## src/rtl/mem_wb_pipe.sv

```systemverilog
`default_nettype none
// ============================================================================
// mem_wb_pipe : MEM->WB pipeline register, valid/ready, optional skid entry,
//               flush, multi-lane writeback with x0 suppression, retire count
// Revision    : 1.0
// ============================================================================
module mem_wb_pipe #(
  parameter int DATA_W = 32,
  parameter int ADDR_W = 5,
  parameter int LANES  = 1,
  parameter int SKID   = 1
) (
  input  logic                      clk,
  input  logic                      rst,
  input  logic                      flush_i,
  input  logic                      in_valid_i,
  output logic                      in_ready_o,
  input  logic [LANES-1:0]          in_wreg_i,
  input  logic [LANES*ADDR_W-1:0]   in_wd_i,
  input  logic [LANES*DATA_W-1:0]   in_wdata_i,
  output logic                      out_valid_o,
  input  logic                      out_ready_i,
  output logic [LANES-1:0]          wb_wreg_o,
  output logic [LANES*ADDR_W-1:0]   wb_wd_o,
  output logic [LANES*DATA_W-1:0]   wb_wdata_o,
  output logic [31:0]               retire_cnt_o
);

  typedef enum logic [1:0] {
    ST_EMPTY = 2'd0,
    ST_FULL  = 2'd1,
    ST_SKID  = 2'd2
  } state_e;

  state_e                    state_q, state_d;
  logic [LANES-1:0]          out_wreg_q, out_wreg_d;
  logic [LANES*ADDR_W-1:0]   out_wd_q, out_wd_d;
  logic [LANES*DATA_W-1:0]   out_wdata_q, out_wdata_d;
  logic [LANES-1:0]          skid_wreg_q, skid_wreg_d;
  logic [LANES*ADDR_W-1:0]   skid_wd_q, skid_wd_d;
  logic [LANES*DATA_W-1:0]   skid_wdata_q, skid_wdata_d;
  logic [31:0]               retire_cnt_q, retire_cnt_d;

  logic                      w_accept;
  logic                      w_retire;
  logic [31:0]               w_pop;

  assign out_valid_o  = (state_q != ST_EMPTY);
  assign w_accept     = in_valid_i & in_ready_o;
  assign w_retire     = out_valid_o & out_ready_i;
  assign retire_cnt_o = retire_cnt_q;

  // The registered ready is simply "the next state is not SKID", which keeps
  // out_ready off any combinational path into in_ready.
  if (SKID != 0) begin : g_ready_reg
    logic in_ready_q;
    always_ff @(posedge clk) begin
      if (rst) in_ready_q <= 1'b1;
      else     in_ready_q <= (state_d != ST_SKID);
    end
    assign in_ready_o = in_ready_q;
  end else begin : g_ready_comb
    assign in_ready_o = (state_q == ST_EMPTY) | out_ready_i;
  end

  for (genvar l = 0; l < LANES; l++) begin : g_lane
    assign wb_wreg_o[l] = out_valid_o & out_wreg_q[l] &
                          (out_wd_q[l*ADDR_W +: ADDR_W] != '0);
  end

  assign wb_wd_o    = out_valid_o ? out_wd_q    : '0;
  assign wb_wdata_o = out_valid_o ? out_wdata_q : '0;

  always_comb begin
    w_pop = '0;
    for (int l = 0; l < LANES; l++) begin
      w_pop = w_pop + 32'(wb_wreg_o[l]);
    end
  end

  always_comb begin
    state_d      = state_q;
    out_wreg_d   = out_wreg_q;
    out_wd_d     = out_wd_q;
    out_wdata_d  = out_wdata_q;
    skid_wreg_d  = skid_wreg_q;
    skid_wd_d    = skid_wd_q;
    skid_wdata_d = skid_wdata_q;
    retire_cnt_d = w_retire ? (retire_cnt_q + w_pop) : retire_cnt_q;

    case (state_q)
      ST_EMPTY: begin
        if (w_accept) begin
          state_d     = ST_FULL;
          out_wreg_d  = in_wreg_i;
          out_wd_d    = in_wd_i;
          out_wdata_d = in_wdata_i;
        end
      end
      ST_FULL: begin
        if (w_accept && w_retire) begin
          out_wreg_d  = in_wreg_i;
          out_wd_d    = in_wd_i;
          out_wdata_d = in_wdata_i;
        end else if (w_accept) begin
          // Only reachable with the skid entry present.
          state_d      = ST_SKID;
          skid_wreg_d  = in_wreg_i;
          skid_wd_d    = in_wd_i;
          skid_wdata_d = in_wdata_i;
        end else if (w_retire) begin
          state_d = ST_EMPTY;
        end
      end
      ST_SKID: begin
        if (w_retire) begin
          state_d     = ST_FULL;
          out_wreg_d  = skid_wreg_q;
          out_wd_d    = skid_wd_q;
          out_wdata_d = skid_wdata_q;
        end
      end
      default: state_d = ST_EMPTY;
    endcase

    if (flush_i) state_d = ST_EMPTY;
  end

  always_ff @(posedge clk) begin
    if (rst) begin
      state_q      <= ST_EMPTY;
      retire_cnt_q <= '0;
    end else begin
      state_q      <= state_d;
      retire_cnt_q <= retire_cnt_d;
    end
  end

  // Datapath entries need no reset; the outputs are masked by out_valid.
  always_ff @(posedge clk) begin
    out_wreg_q   <= out_wreg_d;
    out_wd_q     <= out_wd_d;
    out_wdata_q  <= out_wdata_d;
    skid_wreg_q  <= skid_wreg_d;
    skid_wd_q    <= skid_wd_d;
    skid_wdata_q <= skid_wdata_d;
  end

endmodule
`default_nettype wire

```

## config.mk

```make
export PLATFORM = sky130hd
export DESIGN_NAME = mem_wb_pipe
export DESIGN_NICKNAME = d
export VERILOG_FILES = /design/src/rtl/mem_wb_pipe.sv
export SDC_FILE = /design/constraint.sdc
export NUM_CORES = 1
export LEC_CHECK = 0
export CORE_MARGIN = 1
export CORE_UTILIZATION = 53
export CTS_CLUSTER_SIZE = 40
export DETAILED_ROUTE_END_ITERATION = 6
export PLACE_DENSITY = 0.85
export REMOVE_ABC_BUFFERS = 1
export SETUP_SLACK_MARGIN = 0.4
export SLEW_MARGIN = 20
export SYNTH_ARGS = -nofsm -noshare
export SYNTH_HDL_FRONTEND = slang
export SYNTH_SLANG_ARGS = --single-unit
```

## constraint.sdc

```tcl
create_clock -name clk -period 13.2 [get_ports clk]
set_clock_uncertainty 0.15 [all_clocks]
set_input_delay 2.64 -clock clk [delete_from_list [all_inputs] [get_ports clk]]
set_output_delay 2.64 -clock clk [all_outputs]
set_load 0.05 [all_outputs]
```

==> impl_metrics.env <==
export IMPL_power_switching_uw=156
export IMPL_insertion_delay_ps=380
export IMPL_crit_fanout=39
export IMPL_yosys_area_share_xor_xnor_pct=1.66
export IMPL_synth_top_family_by_area="simple AND/OR/NAND/NOR gates"
export IMPL_drtIter0Drc=145
export IMPL_worstMarginPinSlew_ps=922
export IMPL_p_leak_uw=0.00200
export IMPL_slew_viol_final=0
export IMPL_gp_congestion=0.785
export IMPL_pre_cts_ws_ps=8170
export IMPL_synthCells=369
export IMPL_synth_simple_gate_area_share_pct=16.5
export IMPL_netlist_area_um2=4760
export IMPL_ys_async_sr_fraction_pct=0
export IMPL_vias_per_cell=5.67
export IMPL_status="finished clean"
export IMPL_cts_resized=0
export IMPL_grt_pass1_vias=3099
export IMPL_clkTransAtPathRegs_ps=100
export IMPL_power_frac_clock_pct=29.7
export IMPL_area_growth_pct=29.6
export IMPL_final_cell_mix="114 x clkdlybuf4s50_1, 76 x edfxtp_1, 40 x mux2_2"
export IMPL_drcViolationCount=0
export IMPL_layout_commonest_cell="clkdlybuf4s50_1"
export IMPL_timing_final_ws_setup_ps=7810
export IMPL_arrival_ps=2600
export IMPL_hp_class="register to register"
export IMPL_numCtsBuffers=9
export IMPL_p_seq_share_pct=60.4
export IMPL_fmax_mhz=186
export IMPL_synth_top_flop_cell="edfxtp_1"
export IMPL_max_vdd_ir_drop_mv=0.0604
export IMPL_report_final_setup_viol=0
export IMPL_initial_core_util_pct=54.6
export IMPL_cp_end_kind="output port"
export IMPL_clockBufferDepth=2
export IMPL_cts_tree="yes"
export IMPL_worst_path_buf_inv=1
export IMPL_wire_per_inst_um=16.2
export IMPL_internal_power_uw=481
export IMPL_die_y_um=96.8
export IMPL_grt_overflow=0
export IMPL_path_cells="or2_2 > o311a_1 > clkdlybuf4s50_1"
export IMPL_cts_hold_buf=0
export IMPL_synth_edff_count=76
export IMPL_setup_tns_ps=0
export IMPL_grtUsageTotal_pct=20.8
export IMPL_synthAdderAreaFrac_pct=0.525
export IMPL_crit_start="state_q[1]"
export IMPL_worstPathRequired_ps=10410
export IMPL_core_area_um2=8720
export IMPL_clkSinkCount=111
export IMPL_power_density_nw_per_um2=103
export IMPL_crit_path_top_delay_cell="clkdlybuf4s50_1"
export IMPL_synth_cell_type_count=41
export IMPL_min_period_over_period_pct=40.8
export IMPL_hold_ws_ps=343
export IMPL_max_slew_margin_rel_pct=38.5
export IMPL_multi_input_area_um2=1680
export IMPL_area_sequential_um2=2980
export IMPL_r2r_start="state_q[1]"
export IMPL_slowest_delay_ps=820
export IMPL_placement_rows=34
export IMPL_fillCellCount=620
export IMPL_seq_area_frac_synth_pct=62.6
export IMPL_synth_compound_gate_area_share_pct=6.46
export IMPL_syn_avg_cell_area_um2=12.9
export IMPL_ioPinCount=115
export IMPL_hp_start="retire_cnt_o[19]"
export IMPL_cts_htree_levels=3
export IMPL_dp_final_hpwl_um=6520
export IMPL_ys_seq_elements=111
export IMPL_diodes=0
export IMPL_drive_above_1_share_pct=14.0
export IMPL_io_buffer_count=114
export IMPL_grt_pass1_wl_um=15600
export IMPL_sw_frac_of_total_pct=24.5
export IMPL_postRouteAntennaNets=0
export IMPL_grt_max_degree=40
export IMPL_muxShareOfSynthArea_pct=9.67
export IMPL_yosysWarnings=0
export IMPL_dieArea_um2=9370
export IMPL_vias=3334
export IMPL_antenna_found_initial=0
export IMPL_hold_viol=0
export IMPL_path_class="register to output port"
export IMPL_routed_wirelength_um=9520
export IMPL_postCtsSetupBuffers=0
export IMPL_maxCapViolCount=0
export IMPL_critPathTopFamily="buffers and inverters"
export IMPL_clock_root_buffer="clkbuf_8"
export IMPL_post_route_min_period_ps=5390
export IMPL_rsz0062_at_grt="false"
export IMPL_layout_nets=521
export IMPL_combinationalPowerShare_pct=9.9
export IMPL_die_x_um=96.8
export IMPL_critPathLaunchType="register"
export IMPL_firstDrtPassIters=4
sequential cells by signal, indices dropped and copies added (netlist names):
signal / count
out_wd_q: 5
skid_wdata_q: 32
state_q: 2
out_wreg_q: 1
retire_cnt_o: 32
in_ready_o: 1
out_wdata_q: 32
skid_wreg_q: 1
skid_wd_q: 5
routing by layer:
metal / routed length (um) / vias to the layer above / track usage (%)
met4: 142 / 0 / 7.46
met5: 0 / - / 0
met2: 4870 / 80 / 34.6
met3: 341 / 11 / 3.90
li1: - / 1601 / -
met1: 4170 / 1642 / 27.2
power groups by stage:
stage                     Combinational (uW)  Clock (uW)  Sequential, uW
final                                   63.4         189             385
after global routing                    66.9         207             386
after CTS                               63.9         193             385
after detailed placement                63.7           0             393
after global placement                  62.0           0             393
after floorplan                         32.8           0             393
logic make-up (layout without fill, tap and decap cells):
kind of cell | after synthesis | after routing
AO/OA/AOI/OAI | 49 | 49
adder cells (fa/ha/maj) | 2 | 2
multiplexers | 41 | 41
XOR/XNOR | 9 | 9
AND/OR/NAND/NOR | 132 | 132
buffers and inverters | 25 | 136
flip-flops | 111 | 111
through the flow:
step	total power, uW	utilization [%]	instances	instance area, um2
after floorplan	426	-	348	4660
after global placement	455	68.5	572	5970
after detailed placement	457	68.5	572	5970
after CTS	642	70.6	587	6150
after global routing	660	70.8	588	6170
final	638	70.8	588	6170
cells in the mapped netlist, types with 2 or more instances:
master,n,area share [%]
a21oi_1,23,2.4
and2_1,40,5.3
and3_1,3,0.39
and4_1,3,0.55
buf_1,4,0.32
buf_2,6,0.63
buf_6,2,0.47
clkbuf_1,8,0.63
dfxtp_1,35,15
edfxtp_1,76,48
ha_1,2,0.53
inv_1,4,0.32
mux2_2,40,9.5
nand2_1,18,1.4
nand3_1,15,1.6
nand4_1,6,0.79
nor2_1,11,0.87
nor2b_1,4,0.53
nor3_1,2,0.21
nor4_1,4,0.53
o21ai_0,4,0.42
o31ai_1,16,2.5
or3_1,4,0.53
or4_1,15,2.4
xnor2_1,5,0.92
xor2_1,4,0.74
worst paths after layout:
| kind | endpoint | slack (ps) | cells past startpoint |
|---|---|---|---|
| max | wb_wreg_o | 7810 | 3 |
| min | retire_cnt_o[19] | 340 | 2 |
| min reg2reg | retire_cnt_o[19] | 340 | 2 |
| max reg2reg | retire_cnt_o[28] | 9900 | 8 |
final cells by class:
| class | instances | area share [%] |
|---|---|---|
| flip-flops and latches | 111 | 48.3 |
| multi-input cells | 233 | 27.2 |
| repair buffers | 117 | 19.1 |
| well taps | 108 | 2.19 |
| clock buffers | 9 | 2.01 |
| clock inverters | 6 | 0.953 |
| inverters | 4 | 0.243 |
worst min-delay path: cells and delay by family (launching register included):
kind / cells / cell delay, ps
DFF: 1 / 340
AOI/OAI and AO/OA: 2 / 120
Note: power is estimated with default switching activity, not from simulation.
